**config.mk**
```make
export PLATFORM = sky130hd
export DESIGN_NAME = seq_divider
export DESIGN_NICKNAME = d
export VERILOG_FILES = /design/src/rtl/seq_divider_pkg.sv /design/src/rtl/seq_divider_div_step.sv /design/src/rtl/seq_divider.sv
export SDC_FILE = /design/constraint.sdc
export NUM_CORES = 1
export LEC_CHECK = 0
export ABC_AREA = 1
export BUFFER_PORTS_ARGS = -buffer_cell sky130_fd_sc_hd__buf_4
export CAP_MARGIN = 20
export CORE_ASPECT_RATIO = 1.1
export CORE_UTILIZATION = 57
export CTS_BUF_LIST = sky130_fd_sc_hd__clkbuf_8
export CTS_CLUSTER_SIZE = 10
export DETAILED_ROUTE_END_ITERATION = 10
export PLACE_DENSITY = 0.77
export SYNTH_ARGS = -nofsm -noshare
export SYNTH_HDL_FRONTEND = slang
export SYNTH_SLANG_ARGS = --single-unit
```
**constraint.sdc**
```tcl
create_clock -name clk -period 2.6 [get_ports clk]
set_clock_uncertainty 0.15 [all_clocks]
set_input_delay 0.39 -clock clk [delete_from_list [all_inputs] [get_ports clk]]
set_output_delay 0.39 -clock clk [all_outputs]
set_load 0.02 [all_outputs]
```
**src/rtl/seq_divider_pkg.sv**
```systemverilog
// seq_divider_pkg
//   Shared definitions for the iterative ALU divider: FSM state encoding,
//   the DIV opcode constant and the default operand width.
package seq_divider_pkg;

  localparam int          DEF_WIDTH = 32;
  localparam logic [5:0]  OP_DIV    = 6'h1A;

  typedef enum logic [1:0] {
    ST_IDLE = 2'd0,
    ST_ITER = 2'd1,
    ST_FIX  = 2'd2
  } div_state_t;

endpackage

```
**src/rtl/seq_divider_div_step.sv**
```systemverilog
// div_step
//   One restoring-division iteration. It forms the trial subtraction of the
//   divisor from the already-shifted partial remainder at WIDTH+1 bits. If
//   the trial is non-negative it is kept; otherwise the old value is restored.
// Ports:
//   i_rem_sh   shifted partial remainder {rem[W-2:0], quo[W-1]}
//   i_divisor  |divisor|, which may be 2^(W-1) when the operand is the most negative value
//   o_rem      next partial remainder
//   o_qbit     quotient bit produced by this step
module div_step #(
  parameter int WIDTH = 32
) (
  input  logic [WIDTH-1:0] i_rem_sh,
  input  logic [WIDTH-1:0] i_divisor,
  output logic [WIDTH-1:0] o_rem,
  output logic             o_qbit
);

  logic [WIDTH:0] w_trial;

  // The extra top bit is the borrow. Both operands are unsigned magnitudes,
  // so a |divisor| of 2^(W-1) still compares correctly.
  assign w_trial = {1'b0, i_rem_sh} - {1'b0, i_divisor};
  assign o_qbit  = ~w_trial[WIDTH];
  assign o_rem   = o_qbit ? w_trial[WIDTH-1:0] : i_rem_sh;

endmodule

```
**src/rtl/seq_divider.sv**
```systemverilog
// seq_divider
//   Iterative signed restoring divider for ALU DIV. It divides magnitudes one
//   bit per clock, then fixes up the signs (C semantics: the quotient
//   truncates toward zero and the remainder takes the sign of the dividend).
// Ports:
//   clk          rising-edge clock
//   clr          synchronous active-low clear
//   start        request; sampled only in IDLE
//   dividend     signed dividend, sampled on accept
//   divisor      signed divisor, sampled on accept
//   busy         operation in flight (accept+1 .. done)
//   done         one-cycle pulse; result and div_by_zero are valid with it
//   div_by_zero  the last operation had a zero divisor
//   result       {remainder, quotient}; holds until the next done
module seq_divider
  import seq_divider_pkg::*;
#(
  parameter int WIDTH = DEF_WIDTH
) (
  input  logic               clk,
  input  logic               clr,
  input  logic               start,
  input  logic [WIDTH-1:0]   dividend,
  input  logic [WIDTH-1:0]   divisor,
  output logic               busy,
  output logic               done,
  output logic               div_by_zero,
  output logic [2*WIDTH-1:0] result
);

  localparam int CW = $clog2(WIDTH + 1);

  div_state_t       r_state;
  logic [WIDTH-1:0] r_rem, r_quo, r_dvs;
  logic [CW-1:0]    r_cnt;
  logic             r_sign_q, r_sign_r, r_dbz;

  logic [WIDTH-1:0] w_rem_sh, w_rem_nxt, w_abs_dvd, w_abs_dvs;
  logic [WIDTH-1:0] w_fix_rem, w_fix_quo;
  logic             w_qbit;

  assign w_abs_dvd = dividend[WIDTH-1] ? (~dividend + 1'b1) : dividend;
  assign w_abs_dvs = divisor[WIDTH-1]  ? (~divisor  + 1'b1) : divisor;
  assign w_rem_sh  = {r_rem[WIDTH-2:0], r_quo[WIDTH-1]};

  div_step #(.WIDTH(WIDTH)) u_step (
    .i_rem_sh  (w_rem_sh),
    .i_divisor (r_dvs),
    .o_rem     (w_rem_nxt),
    .o_qbit    (w_qbit)
  );

  // On divide-by-zero the quotient register still holds |dividend|.
  // Applying the remainder sign fix to it gives back the original dividend,
  // so no extra register is needed for the raw operand.
  always_comb begin
    w_fix_quo = r_sign_q ? (~r_quo + 1'b1) : r_quo;
    w_fix_rem = r_sign_r ? (~r_rem + 1'b1) : r_rem;
    if (r_dbz) begin
      w_fix_quo = '1;
      w_fix_rem = r_sign_r ? (~r_quo + 1'b1) : r_quo;
    end
  end

  always_ff @(posedge clk) begin
    if (!clr) begin
      r_state     <= ST_IDLE;
      r_rem       <= '0;
      r_quo       <= '0;
      r_dvs       <= '0;
      r_cnt       <= '0;
      r_sign_q    <= 1'b0;
      r_sign_r    <= 1'b0;
      r_dbz       <= 1'b0;
      busy        <= 1'b0;
      done        <= 1'b0;
      div_by_zero <= 1'b0;
      result      <= '0;
    end else begin
      done <= 1'b0;
      case (r_state)
        ST_IDLE: begin
          if (start) begin
            r_quo    <= w_abs_dvd;
            r_dvs    <= w_abs_dvs;
            r_rem    <= '0;
            r_sign_q <= dividend[WIDTH-1] ^ divisor[WIDTH-1];
            r_sign_r <= dividend[WIDTH-1];
            r_cnt    <= CW'(WIDTH);
            busy     <= 1'b1;
            r_dbz    <= (divisor == '0);
            r_state  <= (divisor == '0) ? ST_FIX : ST_ITER;
          end
        end
        ST_ITER: begin
          r_rem <= w_rem_nxt;
          r_quo <= {r_quo[WIDTH-2:0], w_qbit};
          r_cnt <= r_cnt - 1'b1;
          if (r_cnt == CW'(1)) r_state <= ST_FIX;
        end
        ST_FIX: begin
          result      <= {w_fix_rem, w_fix_quo};
          div_by_zero <= r_dbz;
          done        <= 1'b1;
          busy        <= 1'b0;
          r_state     <= ST_IDLE;
        end
        default: r_state <= ST_IDLE;
      endcase
    end
  end

endmodule

```
==> results of run 1 <==
what timing repair did:
item,CTS,global route
cloned,1,1
setup endpoints to repair,9,34
gates resized for setup,0,5
pin swaps,1,0
hold endpoints to repair,0,0
buffers inserted,0,6
kinds of logic after synthesis:
family	after synthesis	synth area share, %
flip-flops	174	24.76
AO/OA/AOI/OAI	465	18.24
adder cells (fa/ha/maj)	40	3.611
AND/OR/NAND/NOR	1206	37.07
buffers and inverters	461	12.70
XOR/XNOR	58	3.611
layout by cell type, fill, tap and decap left out, drive strengths merged, types with 9 or more instances in the layout:
cell type  count
buf          194
a31oi          9
dfxtp        174
nand4         31
nand2        664
o211ai        11
clkbuf        18
nand3        205
o21ai        164
ha            39
o221ai        12
inv          366
xor2          50
nor3          23
a21oi        247
nor2         273
power by group through the flow:
stage,Clock (mW),Combinational (mW),Sequential [mW]
finish,2.14,5.47,3.15
global route,2.23,6.04,3.17
CTS,2.12,5.26,3.14
detailed placement,0,5.21,3.20
global placement,0,5.16,3.19
floorplan,0,3.74,3.17
registers in the layout (all words and copies together), names as in the netlist:
| register | count |
|---|---|
| div_by_zero | 1 |
| r_dvs | 32 |
| r_rem | 32 |
| done | 1 |
| r_quo | 32 |
| r_dbz | 1 |
| busy | 1 |
| r_cnt | 6 |
| r_sign_q | 1 |
| r_state | 2 |
| result | 64 |
| r_sign_r | 1 |
worst min path at each step:
stage / cells after the start / endpoint / slack [ns] / startpoint
3_3_place_gp: 2 / busy$_SDFFE_PN0P_ / 0.30 / busy$_SDFFE_PN0P_
4_1_cts: 3 / r_dvs[11]$_SDFFE_PN0P_ / 0.01 / divisor[11]
6_report: 3 / r_dvs[11]$_SDFFE_PN0P_ / 0.02 / divisor[11]
3_5_place_dp: 2 / busy$_SDFFE_PN0P_ / 0.32 / busy$_SDFFE_PN0P_
2_1_floorplan: 2 / r_cnt[1]$_SDFFE_PN0P_ / 0.30 / r_cnt[1]$_SDFFE_PN0P_
5_1_grt: 3 / r_dvs[11]$_SDFFE_PN0P_ / 0.02 / divisor[11]
final cells by class:
class	count	area, sq um
Clock buffer	18	247.7
Tap cell	305	381.6
Clock inverter	14	177.7
Sequential cell	174	3485
Inverter	363	1369
Multi-Input combinational cell	1771	8848
Fill cell	2354	7924
Timing Repair Buffer	194	1485
layer usage:
| metal | track usage (%) | wire length, um | vias to the layer above |
|---|---|---|---|
| met5 | 0 | 0 | - |
| met4 | 23.59 | 3213 | 0 |
| met3 | 5.205 | 3143 | 165 |
| met2 | 64.29 | 23160 | 674 |
| met1 | 44.97 | 19140 | 7290 |
| li1 | - | - | 7917 |
cell usage after synthesis, drive strengths merged:
cell | n | area (sq um)
nand2 | 662 | 2576
inv | 361 | 1360
nor2 | 273 | 1067
a21oi | 247 | 1315
nand3 | 205 | 1176
dfxtp | 174 | 3483
o21ai | 164 | 835.8
clkbuf | 71 | 266.5
xor2 | 50 | 437.9
ha | 39 | 488.0
nand4 | 31 | 193.9
buf | 27 | 152.6
nor3 | 23 | 120.1
o221ai | 12 | 105.1
o211ai | 11 | 82.58
a31oi | 9 | 56.30
xnor2 | 8 | 70.07
or2 | 5 | 31.28
nand3b | 4 | 30.03
o21a | 4 | 30.03
o21bai | 4 | 30.03
a21boi | 3 | 22.52
a211oi | 2 | 15.01
a21o | 2 | 15.01
and2 | 2 | 12.51
clkinv | 2 | 7.510
o22ai | 2 | 12.51
a221oi | 1 | 8.760
a22oi | 1 | 7.510
a311oi | 1 | 8.760
fa | 1 | 20.02
nor4 | 1 | 6.260
o2111a | 1 | 11.26
o311a | 1 | 10.01
per-stage QoR:
step	utilization (%)	setup WS (ns)	TNS, ns	power [mW]	area, sq um
2_1_floorplan	-	0.2416	0	6.918	14070
3_3_place_gp	64.71	0.06271	0	8.351	15480
3_5_place_dp	64.71	-0.008417	-0.01067	8.408	15480
4_1_cts	66.53	0.03567	0	10.52	15910
5_1_grt	66.87	0.01451	0	11.44	15990
6_report	66.87	0.1629	0	10.77	15990
worst max-delay path: stages (launching register included):
cell and delay [ns]:
dfxtp_2 0.35, inv_1 0.07, ha_1 0.21, fa_2 0.35, inv_1 0.08, nand2_1 0.06, nand2_2 0.08, nand3_2 0.07
nand2_2 0.11, nand2_2 0.07, nand2_4 0.08, nand2_4 0.11, nand2_8 0.14, buf_4 0.15, nand3_2 0.10, nand2_1 0.07
a21oi_1 0.05
==> key figures, run 1 <==
Power and ir drop
  – Sw frac: 47.29%
  – Lkg Pwr: 8.077 nW
  – Clk pwr share: 19.9%
  – PwrDens: 673.2 nW/um^2
  – Worst VDD drop: 0.2947 mV
  – Combinational power share: 50.8%
  – Sequential share of power: 29.3%
  – Net Sw Power: 5.092 mW
  – Cell-internal power: 5.676 mW

Cells and area
  – Layout Cells excl Fill: 2839
  – Layout cells sized above 1: 13.69%
  – Net total in the final layout: 2628
  – Ant diodes: 0
  – Area Growth Syn to Fin: 13.71%

Clock network
  – Clock-pin slew on the worst setup and hold paths: 0.11 ns
  – Clock tree from TritonCTS: built
  – Clock tree buffer depth: 2
  – H-tree levels: 4
  – CTS sink cnt: 174
  – CTS Root Cell: clkbuf_8
  – Cts hold-fix bufs: 0
  – Worst-Skew Late Latency: 0.49 ns
  – Cts bufs inserted: 17

Synth
  – Flops & latches, synth: 174
  – Post-Syn Area: 14070 sq um
  – Yosys Warn Count: 0
  – Synth cell types: 51
  – Synth Instances: 2404
  – Sequential fraction of the synthesis area: 24.76%
  – Synth Area per Inst: 5.851 sq um
  – Mapped Nets: 2511

Place
  – GP Congestion: 0.9998
  – Detailed placer's ending HPWL: 37150 um
  – I/O Buffers: 133
  – Dpl cells: 2799

Worst setup path
  – Critical Path End: r_rem[25]$_SDFFE_PN0P_
  – Reg-to-Reg End: r_rem[25]$_SDFFE_PN0P_
  – Critical path capture point type: flop
  – Worst-case reg-to-reg path depth: 16
  – Kind of critical path: reg2reg
  – CP arrival: 2.65 ns
  – Worst Setup Start Kind: flop
  – Reg2reg setup slack: 0.16 ns
  – Reg2reg start: r_quo[31]$_SDFFE_PN0P_
  – Critical Path Start: r_quo[31]$_SDFFE_PN0P_
  – Crit Path Max Fanout: 7
  – Worst path required time: 2.81 ns

Timing
  – Final Setup Violations: 0
  – Min Tclk post-route: 2.437 ns
  – Slew headroom: 25.69%
  – RSZ-0062 raised after global routing: false
  – Final Slew Violations: 0
  – Worst Tran Pin Value: 1.113 ns
  – Final worst-path cycle share: 93.73%
  – Fmax: 410.3 MHz
  – Worst Hold Margin: 0.01873 ns
  – Final Hold Viols: 0

Global route
  – First-pass GRT wire length: 75320 um
  – Largest net degree at the start of global routing: 102
  – Number of antenna violations at the first check in global routing: 1
  – Total GRT Usage: 38.12%
  – Vias in the first global route: 14730
  – GRT Residual Overflow: 0

Routing
  – # DRC: 0
  – Wirelength per Cell: 17.14 um
  – Iteration-0 DRC Markers: 1278
  – Post-route ant nets: 0
  – Post-DR vias/cell: 5.652
  – First drt pass iteration count: 7
  – Final wirelength: 48650 um
  – Via count: 16050

Flow run
  – Max-cap violations: 0

Floorplanning
  – Die height: 166.8 um
  – Placeable Area: 23920 sq um
  – Placement Rows: 59
  – Die area: 25310 sq um
  – Die width: 151.8 um
  – Initial core utilization: 58.81%
  – IO Pins: 134

Hold path
  – Worst hold path type: in2reg

Status
  – Status: finished clean
No activity file was read; power rests on OpenSTA's default activity.
==> run 2: changes to the inputs <==
--- a/config.mk
+++ b/config.mk
@@ -14,6 +14,8 @@
 export CTS_CLUSTER_SIZE = 10
 export DETAILED_ROUTE_END_ITERATION = 10
 export PLACE_DENSITY = 0.77
+export RECOVER_POWER = 50
+export SLEW_MARGIN = 5
 export SYNTH_ARGS = -nofsm -noshare
 export SYNTH_HDL_FRONTEND = slang
 export SYNTH_SLANG_ARGS = --single-unit
==> key figures, run 2 (synthesis results as in run 1) <==
Timing
  – Slew headroom: 25.71% (about the same)
  – Final Hold Viols: 0 (unchanged)
  – Final Setup Violations: 0 (unchanged)
  – Fmax: 407.8 MHz (-0.62%)
  – Worst Tran Pin Value: 1.113 ns (-0.0002936 ns)
  – RSZ-0062 raised after global routing: false
  – Min Tclk post-route: 2.452 ns (+0.01533 ns)
  – Setup ws final: 0.1476 ns (-0.01533 ns)
  – Final Slew Violations: 0 (unchanged)
  – TNS Setup: 0 ns (unchanged)
  – Final worst-path cycle share: 94.32% (+0.59 points)

Power and ir drop
  – Net Sw Power: 5.081 mW (-0.22%)
  – Cell-internal power: 5.628 mW (-0.84%)
  – Lkg Pwr: 7.777 nW (-3.7%)
  – Power Total: 10.71 mW (-0.54%)
  – PwrDens: 681.4 nW/um^2 (+1.2%)
  – Worst VDD drop: 0.2928 mV (-0.63%)
  – Clk pwr share: 19.9% (about the same)
  – Sw frac: 47.44% (+0.15 points)
  – Sequential share of power: 29.4% (about the same)
  – Combinational power share: 50.6% (-0.2 points)

Flow run
  – Max-cap violations: 0 (unchanged)

Worst setup path
  – Worst Setup Start Kind: flop
  – Crit Path Max Fanout: 30 (+23)
  – Worst-case reg-to-reg path depth: 7 (-9)
  – Reg2reg start: r_state[0]$_SDFFE_PN0P_
  – CP arrival: 2.72 ns (+0.07 ns)
  – Worst path required time: 2.87 ns (+0.06 ns)
  – Critical path capture point type: flop
  – Reg2reg setup slack: 0.15 ns (-0.02 ns)
  – Critical Path Start: r_state[0]$_SDFFE_PN0P_
  – Kind of critical path: reg2reg
  – Reg-to-Reg End: result[31]$_SDFFE_PN0P_

Hold path
  – Worst hold path type: in2reg
  – Hold Crit Depth: 3 (unchanged)
  – Hold_sp: divisor[11]
  – Hold EP: r_dvs[11]$_SDFFE_PN0P_

Global route
  – Total GRT Usage: 38.12% (unchanged)
  – GRT Residual Overflow: 0 (unchanged)
  – Number of antenna violations at the first check in global routing: 1 (unchanged)
  – First-pass GRT wire length: 75320 um (unchanged)
  – Vias in the first global route: 14730 (unchanged)
  – Largest net degree at the start of global routing: 102 (unchanged)

Cells and area
  – Filler cell count: 2416 (+2.6%)
  – FF/Latch Area: 3485 sq um (unchanged)
  – Layout Cells excl Fill: 2839 (unchanged)
  – Area of the multi-input gates: 8838 sq um (-0.11%)
  – Commonest non-fill, non-tap cell in the layout: nand2_1
  – Utilization after layout: 65.70% (-1.2 points)
  – Layout cells sized above 1: 10.77% (-2.9 points)
  – Net total in the final layout: 2628 (unchanged)
  – Reg with most FFs: result
  – Max reg flops: 64 (unchanged)
  – Most frequent cells in the layout: nand2_1 (634), inv_1 (348), nor2_1 (259)
  – Area Growth Syn to Fin: 11.72%
  – Ant diodes: 0 (unchanged)

Clock network
  – CTS Root Cell: clkbuf_8
  – Cts bufs inserted: 17 (unchanged)
  – Clock tree from TritonCTS: built
  – Clock tree buffer depth: 2 (unchanged)
  – CTS sink cnt: 174 (unchanged)
  – H-tree levels: 4 (unchanged)
  – Worst-Skew Late Latency: 0.49 ns (about the same)
  – Clock-pin slew on the worst setup and hold paths: 0.11 ns (about the same)

Status
  – Status: finished clean

Routing
  – # DRC: 0 (unchanged)
  – Via count: 15990 (-0.34%)
  – First drt pass iteration count: 8 (+1)
  – Iteration-0 DRC Markers: 1326 (+3.8%)
  – Post-DR vias/cell: 5.633 (-0.34%)
  – Final wirelength: 48630 um (about the same)
  – Wirelength per Cell: 17.13 um (about the same)
  – Post-route ant nets: 0 (unchanged)

Floorplanning
  – Die area: 25310 sq um (unchanged)
  – IO Pins: 134 (unchanged)
  – Initial core utilization: 58.81% (unchanged)
  – Die height: 166.8 um (unchanged)
  – Die width: 151.8 um (unchanged)
  – Placeable Area: 23920 sq um (unchanged)
  – Placement Rows: 59 (unchanged)

Place
  – Place WS: -0.008417 ns (unchanged)
  – Dpl cells: 2799 (unchanged)
  – GP Congestion: 0.9998 (unchanged)
  – I/O Buffers: 133 (unchanged)
  – Detailed placer's ending HPWL: 37150 um (unchanged)
## run 2: worst max path at each step
| stage | end | cells after the start |
|---|---|---|
| 4_1_cts | r_rem[22]$_SDFFE_PN0P_ | 16 |
| 2_1_floorplan | r_rem[13]$_SDFFE_PN0P_ | 17 |
| 3_3_place_gp | r_rem[17]$_SDFFE_PN0P_ | 16 |
| 5_1_grt | r_rem[29]$_SDFFE_PN0P_ | 14 |
| 3_5_place_dp | r_rem[22]$_SDFFE_PN0P_ | 16 |
| 6_report | result[31]$_SDFFE_PN0P_ | 7 |
## run 2: area by class of cell
type	instances	area share [%]
inverters	363	8.710
clock inverters	14	1.131
repair buffers	194	7.739
clock buffers	18	1.576
flip-flops and latches	174	22.17
multi-input cells	1771	56.24
well taps	305	2.428
## run 2: repair_timing
action | in CTS | in global routing
gates resized for setup | 0 | 5
hold buffers | 0 | 0
buffers inserted | 0 | 6
endpoints found under the setup margin | 9 | 34
pin swaps | 1 | 0
cloned | 1 | 1
## run 2: through the flow
step | hold WS, ns | instance area (sq um)
finish | 0.02010 | 15720
global route | 0.01867 | 15720
CTS | 0.01415 | 15910
detailed placement | 0.3166 | 15480
global placement | 0.3024 | 15480
floorplan | 0.3034 | 14070
## run 2: per-layer routing
metal | vias to the layer above | global-route usage (%) | wire [um]
met5 | - | 0 | 0
met4 | 0 | 23.59 | 3185
met3 | 163 | 5.205 | 3405
met2 | 694 | 64.29 | 23250
met1 | 7212 | 44.97 | 18790
li1 | 7922 | - | -
## run 2: power groups by stage
stage	registers, mW	logic [mW]	clock network [mW]
after floorplan	3.17	3.74	0
after global placement	3.19	5.16	0
after detailed placement	3.20	5.21	0
after CTS	3.14	5.26	2.12
after global routing	3.17	5.99	2.23
final	3.15	5.42	2.14
## run 2: worst max-delay path, stage by stage (launching register included)
cell and delay, ns:
dfxtp_1 0.35, clkbuf_1 0.27, nor2_4 0.07, inv_2 0.22
nor2_1 0.09, inv_1 0.81, a21oi_1 0.20, a21oi_1 0.19
